### src/rtl/fifo_flags.sv
// fifo_flags: single-clock FIFO with occupancy count, threshold flags, sticky errors
// and a selectable show-ahead (FWFT=1) or registered (FWFT=0) read port.
module fifo_flags #(
  parameter int ADDR_WIDTH = 5,
  parameter int DATA_BITS  = 9,
  parameter int AF_THRESH  = (1 << ADDR_WIDTH) - 4,
  parameter int AE_THRESH  = 4,
  parameter int FWFT       = 1
) (
  input  logic                  clk,
  input  logic                  Reset,
  input  logic                  wr,
  input  logic                  rd,
  input  logic [DATA_BITS-1:0]  w_data,
  input  logic                  clr_err,
  output logic [DATA_BITS-1:0]  r_data,
  output logic                  r_valid,
  output logic                  full,
  output logic                  empty,
  output logic                  almost_full,
  output logic                  almost_empty,
  output logic [ADDR_WIDTH:0]   count,
  output logic                  overflow,
  output logic                  underflow
);
  localparam int DEPTH = 1 << ADDR_WIDTH;
  localparam logic [ADDR_WIDTH:0] FULL_N = (ADDR_WIDTH+1)'(DEPTH);
  localparam logic [ADDR_WIDTH:0] AF_N   = (ADDR_WIDTH+1)'(AF_THRESH);
  localparam logic [ADDR_WIDTH:0] AE_N   = (ADDR_WIDTH+1)'(AE_THRESH);
  logic [DATA_BITS-1:0]  mem_q [DEPTH];
  logic [ADDR_WIDTH-1:0] wp_q, wp_d, rp_q, rp_d;
  logic [ADDR_WIDTH:0]   cnt_q, cnt_d;
  logic [DATA_BITS-1:0]  rdat_q, rdat_d;
  logic                  ovf_q, ovf_d, unf_q, unf_d, rv_q, rv_d;
  logic                  wa, ra;
  assign full         = cnt_q == FULL_N;
  assign empty        = cnt_q == '0;
  assign almost_full  = cnt_q >= AF_N;
  assign almost_empty = cnt_q <= AE_N;
  assign count        = cnt_q;
  assign overflow     = ovf_q;
  assign underflow    = unf_q;
  assign r_data       = (FWFT != 0) ? mem_q[rp_q] : rdat_q;
  assign r_valid      = (FWFT != 0) ? ~empty : rv_q;
  // A read frees a slot, so a full FIFO can still take a write in the same cycle.
  always_comb begin
    ra     = rd && !empty;
    wa     = wr && (!full || ra);
    wp_d   = wa ? wp_q + 1'b1 : wp_q;
    rp_d   = ra ? rp_q + 1'b1 : rp_q;
    cnt_d  = (wa && !ra) ? cnt_q + 1'b1 : (ra && !wa) ? cnt_q - 1'b1 : cnt_q;
    ovf_d  = (wr && !wa) || (ovf_q && !clr_err);
    unf_d  = (rd && !ra) || (unf_q && !clr_err);
    rv_d   = ra;
    rdat_d = ra ? mem_q[rp_q] : rdat_q;
  end
  always_ff @(posedge clk or negedge Reset) begin
    if (!Reset) begin
      wp_q   <= '0;
      rp_q   <= '0;
      cnt_q  <= '0;
      ovf_q  <= 1'b0;
      unf_q  <= 1'b0;
      rv_q   <= 1'b0;
      rdat_q <= '0;
    end else begin
      wp_q   <= wp_d;
      rp_q   <= rp_d;
      cnt_q  <= cnt_d;
      ovf_q  <= ovf_d;
      unf_q  <= unf_d;
      rv_q   <= rv_d;
      rdat_q <= rdat_d;
    end
  end
  // Storage is deliberately left out of reset.
  always_ff @(posedge clk) begin
    if (wa) mem_q[wp_q] <= w_data;
  end
endmodule

### config.mk
export PLATFORM = sky130hd
export DESIGN_NAME = fifo_flags
export DESIGN_NICKNAME = d
export VERILOG_FILES = /design/src/rtl/fifo_flags.sv
export SDC_FILE = /design/constraint.sdc
export NUM_CORES = 1
export LEC_CHECK = 0
export ABC_AREA = 1
export BUFFER_PORTS_ARGS = -buffer_cell sky130_fd_sc_hd__buf_2
export CAP_MARGIN = 20
export CORE_ASPECT_RATIO = 0.6
export CORE_UTILIZATION = 30
export DETAILED_ROUTE_END_ITERATION = 16
export SLEW_MARGIN = 0
export SYNTH_ARGS = -nofsm -noshare
export SYNTH_HDL_FRONTEND = slang
export SYNTH_SLANG_ARGS = --single-unit
export TNS_END_PERCENT = 50
### constraint.sdc
create_clock -name clk -period 6.7 [get_ports clk]
set_clock_uncertainty 0.05 [all_clocks]
set_input_delay 1.34 -clock clk [delete_from_list [all_inputs] [get_ports clk]]
set_output_delay 1.34 -clock clk [all_outputs]
set_load 0.05 [all_outputs]
Word-level counts from Yosys, hierarchy flattened
Memories as Yosys holds them, arrays and structs flattened. Index checks and enable logic that the tools add are counted.

Add/sub/neg operators: 4. Magnitude comparators: 2. Eq/ne operators: 1. Muxes and demuxes: 4. Bitwise operators: 1. Reduce and logical (&&, ||, !) cells: 18.

Operator list (count): $mux W6 (2); $add A5 B1 Y5 const B (2); $logic_and A1 B1 Y1 (8); $add A6 B1 Y6 const B (1); $eq A6 B6 Y1 const B (1); $ge A6 B5 Y1 const B (1); $le A6 B3 Y1 const B (1); $logic_not A6 Y1 (1); $sub A6 B1 Y6 const B (1); $logic_not A1 Y1 (5); $logic_or A1 B1 Y1 (3); $mux W1 (2); $reduce_bool A2 Y1 (1); $not A1 Y1 (1).

Flip-flop bits (word level): 18. Memory bits (writable): 288. Bits of input ports: 14. Logic and storage cells: 36. Memories kept: 1.

Memories: mem_q (words 32, bits a word 9, rd ports 1, clocked after Yosys merged registers in 0, wr ports 1, RTL line 30) `logic [DATA_BITS-1:0] mem_q [DEPTH];`.

Logic depth before layout (Yosys ltp)
Word-level depth: 9. Mapped depth: 16. Mapped depth without buffers: 15.

Worst setup path before layout
OpenSTA, ideal clock, no wires.

Path type: flip-flop to output port. From: reg cnt_q[0] (netlist: count[0]). To: out almost_empty. Arrival: 3295 ps. Path slack: 2015 ps. Stages on the path, launching flop included: 4. Path buffers: 0. Cell sequence: dfrtp_1 -> nor2_1 -> inv_1 -> a2111oi_0.

Word-level cells in the longest chain between the ends: 1.

RTL lines: start: declaration (RTL line 32) `logic [ADDR_WIDTH:0] cnt_q, cnt_d;`; start signal: assignment (RTL line 69) `cnt_q <= cnt_d;`; $le A6 B3 Y1 (RTL line 39) `assign almost_empty = cnt_q <= AE_N;`; end: declaration (RTL line 21) `output logic almost_empty,`.

No other way between the ends.

Worst setup path after layout
From: reg rp_q[0]. To: out r_data[8].

Word-level cells in the longest chain between the ends: 1.

RTL lines: start: declaration (RTL line 31) `logic [ADDR_WIDTH-1:0] wp_q, wp_d, rp_q, rp_d;`; start signal: assignment (RTL line 68) `rp_q <= rp_d;`; $mem_v2 Z32 W9; end: declaration (RTL line 16) `output logic [DATA_BITS-1:0] r_data,`.

No other way between the ends.

==> flow_results.xml <==
<?xml version="1.0" encoding="UTF-8"?>
<metrics>
  <group name="clock_network">
    <metric name="htree_num_levels" unit="">1</metric>
    <metric name="cts_buffer_depth" unit="">3</metric>
    <metric name="clk_transition_reported_paths" unit="ns">0.07</metric>
    <metric name="tritoncts" unit="">done</metric>
    <metric name="cts.sinks" unit="">306</metric>
    <metric name="cts_root_buf" unit="">clkbuf_16</metric>
    <metric name="ctsResizeCount" unit="">0</metric>
    <metric name="number_of_hold_buffers_added_after_cts" unit="">0</metric>
    <metric name="cts_made_buffers" unit="">28</metric>
    <metric name="cts.repair_timing.setup_buffer_count" unit="">0</metric>
    <metric name="worstSkewPairLatency" unit="ns">0.58</metric>
  </group>
  <group name="timing">
    <metric name="totalNegativeSetupSlack" unit="ns">0</metric>
    <metric name="setup-violations-final" unit="">0</metric>
    <metric name="finalCritPeriodShare" unit="">0.784</metric>
    <metric name="fin_crit" unit="ns">5.25</metric>
    <metric name="tightestPinTransition" unit="ns">1.04</metric>
    <metric name="final-hold-violation-count" unit="">0</metric>
    <metric name="max-slew-margin-rel" unit="">0.302</metric>
    <metric name="hold_ws" unit="ns">0.482</metric>
    <metric name="peak_clock_frequency_supported_by_timing" unit="GHz">0.190</metric>
    <metric name="final-max-slew-violation-count" unit="">0</metric>
    <metric name="grt_setup_unrepaired" unit="">no</metric>
  </group>
  <group name="cells_and_area">
    <metric name="diodes" unit="">0</metric>
    <metric name="stdcell_area" unit="mm2">0.0149</metric>
    <metric name="share_of_post_route_cells_with_drive_strength_above_1" unit="">0.0766</metric>
    <metric name="layout.cells.non_filler" unit="">1897</metric>
    <metric name="areaGrowthSynthToFinish" unit="%">12.3</metric>
    <metric name="finalNetCount" unit="">1322</metric>
  </group>
  <group name="worst_setup_path">
    <metric name="worst_r2r_startpoint" unit="">count[2]$_DFFE_PN0P_</metric>
    <metric name="setup.worst_path.end_class" unit="">primary output</metric>
    <metric name="critical_path_class" unit="">reg2out</metric>
    <metric name="worst_path_maximum_fanout" unit="">82</metric>
    <metric name="critical_path.endpoint" unit="">r_data[8]</metric>
    <metric name="reg2reg_setup_slack" unit="ns">3.33</metric>
    <metric name="setup.worst_path.start" unit="">rp_q[0]$_DFFE_PN0P_</metric>
    <metric name="timing.critical_path.from_type" unit="">flip-flop</metric>
    <metric name="regToRegEndpoint" unit="">mem_q[28][1]$_DFFE_PP_</metric>
    <metric name="worst-endpoint-arrival" unit="ns">3.86</metric>
    <metric name="ff2ff_path_depth" unit="">6</metric>
    <metric name="critical_path_required" unit="ns">5.31</metric>
  </group>
  <group name="synthesis">
    <metric name="synth_sequential_area_ratio" unit="">0.685</metric>
    <metric name="synth_top_family_by_area" unit="">simple AND/OR/NAND/NOR gates</metric>
    <metric name="number_of_instances_in_the_synthesized_netlist" unit="">1273</metric>
    <metric name="synth_area" unit="mm2">0.0133</metric>
    <metric name="post_synth_and_or_nand_nor_area_fraction" unit="">0.210</metric>
    <metric name="synth_mux_area_frac" unit="">0</metric>
    <metric name="mappedNetlistNets" unit="">1299</metric>
    <metric name="synth_fa_ha_area_frac" unit="">0.0119</metric>
    <metric name="ys_types" unit="">28</metric>
    <metric name="yosysWarningCount" unit="">0</metric>
    <metric name="synth_compound_gate_area_share" unit="">0.0188</metric>
    <metric name="xor_and_xnor_fraction_of_the_mapped_netlist_area" unit="">0.00659</metric>
    <metric name="synth_area_per_cell" unit="um2">10.4</metric>
    <metric name="ys_ff_latch" unit="">306</metric>
  </group>
  <group name="grt">
    <metric name="first_global_vias" unit="">8175</metric>
    <metric name="grt_usage" unit="">0.152</metric>
    <metric name="globalRouteOverflowTotal" unit="">0</metric>
    <metric name="antenna_found_initial" unit="">0</metric>
    <metric name="grt_start_max_net_pins" unit="">83</metric>
    <metric name="grt_first_pass_wirelength" unit="um">51200</metric>
  </group>
  <group name="detailed_routing">
    <metric name="route.vias.total" unit="">8864</metric>
    <metric name="totalWireLength" unit="um">33600</metric>
    <metric name="drt-initial-drc-count" unit="">904</metric>
    <metric name="route.detailed.drc" unit="">0</metric>
    <metric name="detailed_routing_iteration_count_for_the_pre_antenna_repair_pass" unit="">5</metric>
    <metric name="post_drt_via_cell_ratio" unit="">4.67</metric>
    <metric name="drtAntennaViolNets" unit="">0</metric>
    <metric name="wl_per_cell" unit="um">17.7</metric>
  </group>
  <group name="floorplan">
    <metric name="full_die_area" unit="mm2">0.0452</metric>
    <metric name="row_count" unit="">59</metric>
    <metric name="initial_utilization" unit="">0.306</metric>
    <metric name="io_pins" unit="">36</metric>
    <metric name="floorplan.core_area" unit="mm2">0.0435</metric>
    <metric name="fp.dieH" unit="um">165</metric>
    <metric name="die_width" unit="um">274</metric>
  </group>
  <group name="placed_design">
    <metric name="post-dp-hpwl" unit="um">21000</metric>
    <metric name="count_of_port_buffers_added_during_placement" unit="">35</metric>
    <metric name="postPlaceCellArea" unit="mm2">0.0140</metric>
    <metric name="numPlacedInstances" unit="">1843</metric>
    <metric name="gpl.final_weighted_congestion" unit="">0.835</metric>
  </group>
  <group name="pwr">
    <metric name="pwr-share-seq" unit="">0.391</metric>
    <metric name="power.ir.vdd_worst" unit="uV">173</metric>
    <metric name="p_per_area" unit="mW/mm2">425</metric>
    <metric name="switchingPower" unit="mW">2.67</metric>
    <metric name="combPwrFrac" unit="">0.365</metric>
    <metric name="cell_int_power" unit="mW">3.68</metric>
    <metric name="switching_share" unit="">0.421</metric>
    <metric name="clock_power_share" unit="">0.245</metric>
    <metric name="static-leakage-power" unit="nW">6.01</metric>
  </group>
  <group name="flow_run">
    <metric name="timing.max_cap.violations" unit="">0</metric>
  </group>
  <group name="status">
    <metric name="status" unit="">completed</metric>
  </group>
  <group name="min_path">
    <metric name="hp-class" unit="">reg2reg</metric>
  </group>
</metrics>
==> worst min path at each step <==
stage	from	slack, ns	end	depth (start not counted)
after floorplan	rp_q[3]$_DFFE_PN0P_	0.44	rp_q[3]$_DFFE_PN0P_	1
after global placement	underflow$_DFF_PN0_	0.46	underflow$_DFF_PN0_	2
after detailed placement	underflow$_DFF_PN0_	0.48	underflow$_DFF_PN0_	2
after CTS	underflow$_DFF_PN0_	0.48	underflow$_DFF_PN0_	2
after global routing	overflow$_DFF_PN0_	0.50	overflow$_DFF_PN0_	2
final	overflow$_DFF_PN0_	0.48	overflow$_DFF_PN0_	2
==> layer usage <==
layer	track usage	up-vias	part of all wire
met2	0.212	302	0.41
li1	-	4219	-
met3	0.0355	44	0.091
met1	0.233	4299	0.48
met5	0	-	0
met4	0.0343	0	0.016
==> worst max-delay path, stage by stage, from the launching register on <==
cell     delay, ns
dfrtp_4       0.80
inv_4         0.82
buf_4         0.51
nand2_1       0.11
nand2_1       0.07
nand2_1       0.05
a21oi_1       0.23
nor2_1        0.14
nand2_1       0.08
nand2_1       0.08
inv_1         0.06
buf_2         0.26
==> state kept, by name, indices dropped and copies added (netlist names) <==
signal / count
count: 6
overflow: 1
rp_q: 5
mem_q: 288
underflow: 1
wp_q: 5
==> metrics by stage <==
| stage | power [mW] | util | setup WS (ns) |
|---|---|---|---|
| floorplan | 4.08 | - | 2.02 |
| global placement | 4.79 | 0.322 | 2.12 |
| detailed placement | 4.83 | 0.323 | 2.09 |
| CTS | 6.38 | 0.343 | 1.44 |
| global route | 6.71 | 0.343 | 1.23 |
| finish | 6.35 | 0.343 | 1.45 |
==> cells by family after synthesis <==
| group | Yosys count |
|---|---|
| simple gates | 675 |
| flops | 306 |
| buf+inv | 227 |
| compound gates | 43 |
| fa+ha+maj | 12 |
| xor+xnor | 10 |
==> power by group through the flow <==
| stage | clock network [mW] | registers (mW) | logic [mW] |
|---|---|---|---|
| detailed placement | 0 | 2.52 | 2.31 |
| global route | 1.66 | 2.50 | 2.55 |
| global placement | 0 | 2.51 | 2.28 |
| CTS | 1.59 | 2.48 | 2.32 |
| floorplan | 0 | 2.41 | 1.67 |
| finish | 1.55 | 2.48 | 2.32 |
==> cell type report <==
type | count | area, um2
Sequential cell | 306 | 9100
Clock buffer | 42 | 803
Tap cell | 579 | 724
Fill cell | 4314 | 28600
Clock inverter | 10 | 66.3
Multi-Input combinational cell | 740 | 3290
Timing Repair Buffer | 49 | 295
Inverter | 171 | 644
==> cells in the mapped netlist (all sizes together) <==
library cell,number,area share
xor2,8,0.0053
o21a,1,0.00057
nand2,429,0.12
nor2,57,0.016
edfxtp,288,0.65
o211ai,9,0.0051
xnor2,2,0.0013
o21ai,10,0.0038
nor3,1,0.00075
buf,34,0.014
nor4,1,0.00047
or2,1,0.00047
fa,1,0.0015
a31o,1,0.00066
clkinv,3,0.00085
inv,168,0.047
dfrtp,18,0.034
a21oi,20,0.0075
nand3,186,0.070
o31ai,1,0.00057
ha,11,0.010
a2111oi,1,0.00066
clkbuf,22,0.0062
==> cell usage in the layout, fill, tap and decap left out, types with 9 or more instances in the layout <==
cell       netlist  final
nand2_1        426    426
dfrtp_1         18     16
nor2_1          57     57
o211ai_1         9      9
ha_1            11     11
edfxtp_1       288    288
inv_1          166    166
clkbuf_16        0     28
o21ai_0         10     10
nand3_1        186    186
a21oi_1         20     20
clkbuf_1        22      9
buf_4            3     10
buf_2           29     35
(Power assumes the default switching activity.)
